<file path="src/rtl/multicycle_controller_pkg.sv">
// Shared encodings for the multicycle RV32I control path: FSM states,
// opcodes, ALUOp / alu_control codes and datapath mux select codes.
package multicycle_controller_pkg;

    // FSM state encoding, visible externally on state_dbg
    typedef enum logic [3:0] {
        S_FETCH    = 4'd0,
        S_DECODE   = 4'd1,
        S_MEMADR   = 4'd2,
        S_MEMREAD  = 4'd3,
        S_MEMWB    = 4'd4,
        S_MEMWRITE = 4'd5,
        S_EXECUTER = 4'd6,
        S_ALUWB    = 4'd7,
        S_EXECUTEI = 4'd8,
        S_JAL      = 4'd9,
        S_BEQ      = 4'd10,
        S_TRAP     = 4'd11
    } state_t;

    // Supported opcodes
    localparam logic [6:0] OP_LW  = 7'b0000011;
    localparam logic [6:0] OP_SW  = 7'b0100011;
    localparam logic [6:0] OP_R   = 7'b0110011;
    localparam logic [6:0] OP_I   = 7'b0010011;
    localparam logic [6:0] OP_JAL = 7'b1101111;
    localparam logic [6:0] OP_BEQ = 7'b1100011;

    // ALUOp: what the controller asks of the ALU decoder
    localparam logic [1:0] ALUOP_ADD   = 2'b00;
    localparam logic [1:0] ALUOP_SUB   = 2'b01;
    localparam logic [1:0] ALUOP_FUNCT = 2'b10;

    // alu_control: operation seen by the ALU
    localparam logic [2:0] ALU_ADD = 3'b000;
    localparam logic [2:0] ALU_SUB = 3'b001;
    localparam logic [2:0] ALU_AND = 3'b010;
    localparam logic [2:0] ALU_OR  = 3'b011;
    localparam logic [2:0] ALU_SLT = 3'b101;

    // Result mux select
    localparam logic [1:0] RES_ALUOUT    = 2'b00;
    localparam logic [1:0] RES_DATA      = 2'b01;
    localparam logic [1:0] RES_ALURESULT = 2'b10;

    // ALU A / B operand selects
    localparam logic [1:0] SRCA_PC    = 2'b00;
    localparam logic [1:0] SRCA_OLDPC = 2'b01;
    localparam logic [1:0] SRCA_RS1   = 2'b10;
    localparam logic [1:0] SRCB_RS2   = 2'b00;
    localparam logic [1:0] SRCB_IMM   = 2'b01;
    localparam logic [1:0] SRCB_FOUR  = 2'b10;

    // Immediate format select
    localparam logic [1:0] IMM_I = 2'b00;
    localparam logic [1:0] IMM_S = 2'b01;
    localparam logic [1:0] IMM_B = 2'b10;
    localparam logic [1:0] IMM_J = 2'b11;

    // State entered after DECODE for a given opcode
    function automatic state_t decode_target(input logic [6:0] op);
        case (op)
            OP_LW, OP_SW: return S_MEMADR;
            OP_R:         return S_EXECUTER;
            OP_I:         return S_EXECUTEI;
            OP_JAL:       return S_JAL;
            OP_BEQ:       return S_BEQ;
            default:      return S_TRAP;
        endcase
    endfunction

endpackage

</file>
<file path="src/rtl/multicycle_controller_alu_dec.sv">
// ALU control decoder: maps ALUOp plus instruction fields to the ALU
// operation code.
module multicycle_controller_alu_dec
    import multicycle_controller_pkg::*;
(
    input  logic [1:0] alu_op,
    input  logic [2:0] funct3,
    input  logic       op5,
    input  logic       funct7b5,
    output logic [2:0] alu_control
);

    // Decode the ALU operation; sub only for R-type with funct7 bit 5 set
    always_comb begin
        // NOTE: a default before the case keeps every path assigned, so no latch is inferred.
        alu_control = ALU_ADD;
        case (alu_op)
            ALUOP_ADD: alu_control = ALU_ADD;
            ALUOP_SUB: alu_control = ALU_SUB;
            ALUOP_FUNCT: begin
                case (funct3)
                    3'b000:  alu_control = (op5 && funct7b5) ? ALU_SUB : ALU_ADD;
                    3'b010:  alu_control = ALU_SLT;
                    3'b110:  alu_control = ALU_OR;
                    3'b111:  alu_control = ALU_AND;
                    default: alu_control = ALU_ADD;
                endcase
            end
            default: alu_control = ALU_ADD;
        endcase
    end

endmodule

</file>
<file path="src/rtl/multicycle_controller.sv">
// Main control FSM of the multicycle RV32I subset core (lw, sw, R-type,
// I-type ALU, jal, beq). Sequences the shared datapath, stalls on
// mem_ready, traps on illegal opcodes and counts retired instructions.
module multicycle_controller
    import multicycle_controller_pkg::*;
#(
    parameter int CNT_W = 32
) (
    input  logic             clk,
    input  logic             rst_n,
    input  logic [6:0]       op,
    input  logic [2:0]       funct3,
    input  logic             funct7b5,
    input  logic             zero,
    input  logic             mem_ready,
    output logic             pc_write,
    output logic             adr_src,
    output logic             mem_write,
    output logic             ir_write,
    output logic [1:0]       result_src,
    output logic [1:0]       alu_src_a,
    output logic [1:0]       alu_src_b,
    output logic [1:0]       imm_src,
    output logic             reg_write,
    output logic [2:0]       alu_control,
    output logic             illegal,
    output logic [CNT_W-1:0] retired,
    output logic [3:0]       state_dbg
);

    state_t     state;
    logic [1:0] alu_op;

    assign state_dbg = state;

    // State register, sticky illegal flag and retired-instruction counter
    always_ff @(posedge clk or negedge rst_n) begin
        if (!rst_n) begin
            state   <= S_FETCH;
            illegal <= 1'b0;
            retired <= '0;
        end else begin
            // NOTE: state is updated with <= so every flop samples pre-edge values.
            case (state)
                S_FETCH: begin
                    if (mem_ready) state <= S_DECODE;
                end
                S_DECODE: begin
                    state <= decode_target(op);
                    if (decode_target(op) == S_TRAP) illegal <= 1'b1;
                end
                S_MEMADR: begin
                    state <= (op == OP_SW) ? S_MEMWRITE : S_MEMREAD;
                end
                S_MEMREAD: begin
                    if (mem_ready) state <= S_MEMWB;
                end
                S_MEMWRITE: begin
                    if (mem_ready) begin
                        state   <= S_FETCH;
                        retired <= retired + CNT_W'(1);
                    end
                end
                S_EXECUTER, S_EXECUTEI, S_JAL: begin
                    state <= S_ALUWB;
                end
                S_MEMWB, S_ALUWB, S_BEQ: begin
                    state   <= S_FETCH;
                    retired <= retired + CNT_W'(1);
                end
                S_TRAP: begin
                    state <= S_TRAP;
                end
                default: begin
                    state <= S_TRAP;
                end
            endcase
        end
    end

    // Moore datapath controls; only FETCH looks at mem_ready, and the
    // write enables are held off while reset is asserted
    always_comb begin
        pc_write   = 1'b0;
        adr_src    = 1'b0;
        mem_write  = 1'b0;
        ir_write   = 1'b0;
        reg_write  = 1'b0;
        result_src = RES_ALUOUT;
        alu_src_a  = SRCA_PC;
        alu_src_b  = SRCB_RS2;
        alu_op     = ALUOP_ADD;
        case (state)
            S_FETCH: begin
                alu_src_b  = SRCB_FOUR;
                result_src = RES_ALURESULT;
                ir_write   = mem_ready;
                pc_write   = mem_ready;
            end
            S_DECODE: begin
                alu_src_a = SRCA_OLDPC;
                alu_src_b = SRCB_IMM;
            end
            S_MEMADR: begin
                alu_src_a = SRCA_RS1;
                alu_src_b = SRCB_IMM;
            end
            S_MEMREAD: begin
                adr_src = 1'b1;
            end
            S_MEMWB: begin
                result_src = RES_DATA;
                reg_write  = 1'b1;
            end
            S_MEMWRITE: begin
                adr_src   = 1'b1;
                mem_write = 1'b1;
            end
            S_EXECUTER: begin
                alu_src_a = SRCA_RS1;
                alu_src_b = SRCB_RS2;
                alu_op    = ALUOP_FUNCT;
            end
            S_EXECUTEI: begin
                alu_src_a = SRCA_RS1;
                alu_src_b = SRCB_IMM;
                alu_op    = ALUOP_FUNCT;
            end
            S_ALUWB: begin
                reg_write = 1'b1;
            end
            S_JAL: begin
                alu_src_a = SRCA_OLDPC;
                alu_src_b = SRCB_FOUR;
                pc_write  = 1'b1;
            end
            S_BEQ: begin
                alu_src_a = SRCA_RS1;
                alu_src_b = SRCB_RS2;
                alu_op    = ALUOP_SUB;
                pc_write  = zero;
            end
            default: begin
            end
        endcase
        if (!rst_n) begin
            pc_write  = 1'b0;
            mem_write = 1'b0;
            ir_write  = 1'b0;
            reg_write = 1'b0;
        end
    end

    // Immediate format follows the opcode directly
    always_comb begin
        case (op)
            OP_LW, OP_I: imm_src = IMM_I;
            OP_SW:       imm_src = IMM_S;
            OP_BEQ:      imm_src = IMM_B;
            OP_JAL:      imm_src = IMM_J;
            default:     imm_src = IMM_I;
        endcase
    end

    multicycle_controller_alu_dec u_alu_dec (
        .alu_op      (alu_op),
        .funct3      (funct3),
        .op5         (op[5]),
        .funct7b5    (funct7b5),
        .alu_control (alu_control)
    );

endmodule
</file>
<file path="config.mk">
export PLATFORM = sky130hd
export DESIGN_NAME = multicycle_controller
export DESIGN_NICKNAME = d
export VERILOG_FILES = /design/src/rtl/multicycle_controller_pkg.sv /design/src/rtl/multicycle_controller_alu_dec.sv /design/src/rtl/multicycle_controller.sv
export SDC_FILE = /design/constraint.sdc
export NUM_CORES = 1
export LEC_CHECK = 0
export ABC_AREA = 0
export BUFFER_PORTS_ARGS = -buffer_cell sky130_fd_sc_hd__buf_2
export CORE_AREA = 2 2 65 67
export CTS_CLUSTER_DIAMETER = 80
export DETAILED_ROUTE_END_ITERATION = 10
export DIE_AREA = 0 0 67 69
export GPL_TIMING_DRIVEN = 0
export MAX_ROUTING_LAYER = met4
export PLACE_DENSITY = 0.84
export SYNTH_ARGS = -nofsm -noshare
export SYNTH_HDL_FRONTEND = slang
export SYNTH_SLANG_ARGS = --single-unit
</file>
<file path="constraint.sdc">
create_clock -name clk -period 3.2 [get_ports clk]
set_clock_uncertainty 0.05 [all_clocks]
set_input_delay 0.48 -clock clk [delete_from_list [all_inputs] [get_ports clk]]
set_output_delay 0.48 -clock clk [all_outputs]
set_load 0.005 [all_outputs]
</file>
# == Word level (Yosys, flattened, before mapping) ==
# Cells that the tools add are included.
# totals
ff_bits,37
elab_cells,72
# op_classes
add_sub_neg,1
n_eq_ne,25
mux,26
reduce_logical,17
# ops
cell,count
32-bit one-hot mux with 2 select lines,1
32-bit by 1-bit adder with 32-bit output (second input constant),1
32-bit 2-to-1 mux,1
4-bit one-hot mux with 7 select lines,1
4-bit one-hot mux with 5 select lines,1
4-bit by 3-bit == test with 1-bit output (second input constant),4
4-bit == test (second input constant),4
4-bit 2-to-1 mux,4
2-bit one-hot mux with 2 select lines,4
7-bit by 6-bit == test with 1-bit output (second input constant),2
7-bit == test (second input constant),2
3-bit one-hot mux with 4 select lines,1
2-bit OR reduction,6
1-bit 2-to-1 mux,9
3-bit OR reduction,3
4-bit by 2-bit == test with 1-bit output (second input constant),2
7-bit by 2-bit == test with 1-bit output (second input constant),1
7-bit by 5-bit == test with 1-bit output (second input constant),1
3-bit == test (second input constant),2
2-bit != test (second input constant),3
2-bit one-hot mux with 3 select lines,1
3-bit one-hot mux with 2 select lines,1
4-bit by 1-bit == test with 1-bit output (second input constant),1
4-bit zero test,1
other kinds (11),12

# == Logic depth before layout (Yosys ltp) ==
# depth
ltp_word,6
mapped_depth,9
mapped_depth_nobuf,8

# == Cells and area by module ==
# Synthesis repeated with hierarchy kept, for this count alone.
# hier_totals
cells_unflattened,231
area_unflattened_um2,2238.4
# modules_own_cells
mod,n_inst,cells_each,area_each_um2
multicycle_controller,1,220,2142.1
multicycle_controller_alu_dec,1,11,96.3

# == Least setup slack after synthesis ==
# OpenSTA, ideal clock, no wires.
# synth_timing
kind,register -> output
startpoint,"reg state[1], in the netlist state_dbg[1]"
endpoint,out alu_control[0]
t_arrival_ps,1692
required_time_ps,2670
setup_slack_ps,978
path_stages_with_launch,9
cell_sequence,dfrtp_1 clkbuf_1 clkbuf_1 nand2_1 a21oi_1 ha_1 nor3b_1 nor2_1 nor2_1
# synth_via
elab_chain_cells,5
elab_cells_between_ends,8
cone_classes,eq/ne (5); mux (2); reduce/logical (1)
# synth_lines
element,line,source
from (decl),multicycle_controller.sv:31,state_t state;
from (signal assigned),multicycle_controller.sv:49,state <= decode_target(op);
from (signal assigned),multicycle_controller.sv:53,state <= (op == OP_SW) ? S_MEMWRITE : S_MEMREAD;
4-bit == test or 4-bit by 3-bit == test with 1-bit output (tied branches),multicycle_controller.sv:93,case (state)
2-bit OR reduction (no source line),n/a,
2-bit one-hot mux with 2 select lines (*),multicycle_controller.sv:93,
2-bit == test or 2-bit by 1-bit == test with 1-bit output (tied branches),multicycle_controller_alu_dec.sv:17,case (alu_op)
3-bit one-hot mux with 2 select lines (*),multicycle_controller_alu_dec.sv:17,
to (decl),multicycle_controller.sv:25,"output logic [2:0] alu_control,"
# Every way passes the cells marked *; elsewhere a longest branch is shown, timed or not.

# == Final worst setup path ==
# Same ends and word-level chain as after synthesis.

==> results.txt <==
The detailed router's first-iteration violation count is 131. In the synthesized netlist, the cells that appear most often are dfrtp_1 (37), xnor2_1 (25), nand2_1 (19). The flow ran to the end, and the final reports show no timing, DRC or antenna violations. The number of antenna violations at the first check in global routing came to 0.

The post-synthesis instance total is 226. The min-delay analysis places its worst path in the category primary input to asynchronous set/reset pin. The die covers 4620 um^2.

The vertical extent of the die came out at 69 um. The transition at the pin with the smallest max-transition slack came out at 0.851 ns. Synthesis inferred 37 register bits. The number of global-route vias before repair came to 1791.

The boundary pin count came out at 68. The worst setup path is launched from a register. The detailed-placement wirelength estimate is 3.65 mm.

The minimum clock period came out at 2.89 ns. The hold violation total from the final report is 0. The critical path is of the register to output port type. The arrival time at the worst endpoint came out at 2.36 ns. For this run the aggregate overflow at the end of global routing stands at 0. Setup repair after global routing left no endpoint under its margin.

The number of vias after detailed routing came out at 1959. The share of the cycle needed by the critical path after routing is 90.2%. The number of buffers added by the clock tree synthesis step is 5. The share of flip-flops with an asynchronous set or reset is 100%. In the synthesized netlist the dominant register cell turns out to be dfrtp_1. The routed via count divided by cell count came out at 5.58. The number of buffers inserted by port buffering came out at 67.

The signed area change from the synthesized netlist to the final layout is 23.4%. The post-route DRC violation count came out at 0. The met3 layer wire length in the routed design came out at 320 um. TritonCTS built the clock tree. Setup violations remaining at the end of the flow were counted as 0. The number of enable flip-flop cells after synthesis came out at 0. The synthesized netlist net count came out at 244. The count of cell types in the netlist is 39. The maximum buffer depth of the clock tree came out at 2. The share of Yosys cell area claimed by the top area cell type is 43.9%.

Of the synthesized area, sequential elements account for 43.9%. The total wire length after detailed routing came out at 4.83 mm. In this run the power density over the cells is 324 nW/um^2. In this run the top signal layer used is met4. Ranked by total cell area, the synthesized netlist is headed by dfrtp_1 (44%), xnor2_1 (10%), nand4_1 (3.9%). The wire length the detailed router placed on met1 is 2.03 mm. 0 antenna diodes ended up in the layout. The net count of the finished layout is 318. The number of slew-limit violations in the final report came out at 0. Across the VDD grid, the largest voltage drop is 0.000192 V. The worst setup path is captured at an output port. In this run the number of H-tree levels came out at 2.

The summed negative setup slack over all endpoints is 0 ns. The clock slew seen by the registers of the worst setup and hold paths is 0.08 ns. The least setup slack across all paths after layout is 0.314 ns. After detailed routing, the average wire length per cell comes to 13.8 um. In this run the tightest slew margin relative to its limit is 43.3%. The row count came out at 23.

The last weighted congestion value of the routability-driven placer is 0.834. The number of hold buffers added after CTS is 0. The number of nets with antenna violations after routing came out at 0. The first-pass GRT wire length is 7.99 mm. The maximum operating frequency came out at 347 MHz. For the worst-skew pair, the clock arrives at the later sink with an insertion delay of 0.29 ns. The pre-CTS setup slack came out at 0.660 ns. For this configuration, the core starts out at a cell density of 53.9%. The number of warning messages in the yosys log came out at 0. The maximum number of pins on one net before global-route repair is 41. The count of filler cells inserted in the layout came out at 355. The area of the core is 3910 um^2. Max-cap violations in this run came to 0. The number of setup buffers added after CTS is 0. The footprint of the flip-flops and latches is 926 um^2. The synthesized netlist occupies a cell area of 2110 um^2. The proportion of layout cells with a drive suffix above 1 came out at 27.2%.

The total power is 0.000844 W. The first detailed-routing pass ran for 4 iterations. The wire length on met2 came out at 2.41 mm. In this run the worst path has a maximum fanout of 10. In this run the horizontal extent of the chip is 67 um. Summed over all cells, the static leakage comes to 1.19 nW. CTS placed an instance of clkbuf_8 at the clock tree root. The most frequent cell after synthesis is dfrtp_1.

The global router's overall resource usage came out at 22.5%. The biggest area contributor in the post-synthesis netlist is dfrtp_1. The combined area of the multi-input logic cells is 1100 um^2. Clock tree synthesis found a total of 37 sinks. STA puts the critical path data required time at 2.67 ns. Once the clock tree was built, the resizer swapped 0 gates to a different size. The mean instance size in the synthesized netlist came out at 9.34 um^2.
==> metal layers <==
layer | vias up | global-route usage (%)
met5 | - | -
met4 | 0 | 7.48
met3 | 7 | 5.06
met2 | 77 | 36.2
met1 | 923 | 27.6
li1 | 952 | -
==> where the power goes <==
part	internal [W]	switching, W	leakage [nW]
clock network	0.000174	0.000167	0.0512
registers	0.000468	0.000000142	0.455
logic	0.0000122	0.0000226	0.682
==> state kept, by name, indices dropped and copies added (netlist names) <==
register,count
illegal,1
state_dbg,4
retired,32
==> layout by cell type, fill, tap and decap left out, types with 5 or more instances in the layout <==
cell      instances
nand3_1          13
nor3_1           10
and3_1            8
nor2_1           16
clkbuf_8          6
buf_2            69
clkbuf_1          5
inv_1             9
nand4_1          13
o21ai_0           6
nand2_1          19
dfrtp_1          37
a21oi_1           8
xnor2_1          25
xor2_1            9
==> critical path, stage by stage (launching register included) <==
cell	delay (ns)
dfrtp_1	0.40
clkbuf_1	0.35
clkbuf_1	0.37
nand2_1	0.09
a21oi_1	0.20
ha_1	0.20
nor3b_1	0.20
nor2_1	0.06
nor2_1	0.07
buf_2	0.11
==> stage by stage <==
step                      utilization (%)  hold slack [ns]  std cells  instance area, um^2
after floorplan                         -            0.134        226                 2110
after global placement               64.1            0.405        343                 2510
after detailed placement             64.1            0.420        343                 2510
after CTS                            66.6            0.268        351                 2610
after global routing                 66.6            0.326        351                 2610
final                                66.6            0.248        351                 2610
==> worst paths after layout <==
kind,slack [ns],cells after the start,to,start
min,0.25,1,retired[31],rst_n
min in group clk,0.42,1,retired[31],retired[31]
max in group asynchronous,2.32,1,state_dbg[0],rst_n
max,0.31,9,alu_control[0],state_dbg[1]
min reg2reg,0.42,1,retired[31],retired[31]
max reg2reg,0.86,5,retired[29],retired[12]
==> area by class of cell <==
cell class | count | area share [%]
plain buffers | 9 | 1.97
clock buffers | 6 | 3.17
clock inverters | 2 | 0.528
inverters | 9 | 1.30
multi-input cells | 171 | 42.2
flip-flops and latches | 37 | 35.5
well taps | 50 | 2.40
repair buffers | 67 | 12.9
==> kinds of logic (layout without fill, tap and decap cells) <==
kind of cell | Yosys count | count (layout) | share of synthesized area, %
simple gates | 105 | 105 | 27.6
fa+ha+maj | 3 | 3 | 1.78
compound gates | 29 | 29 | 8.66
flops | 37 | 37 | 43.9
xor+xnor | 34 | 34 | 14.1
buf+inv | 18 | 93 | 4.03
(Power assumes the default switching activity.)
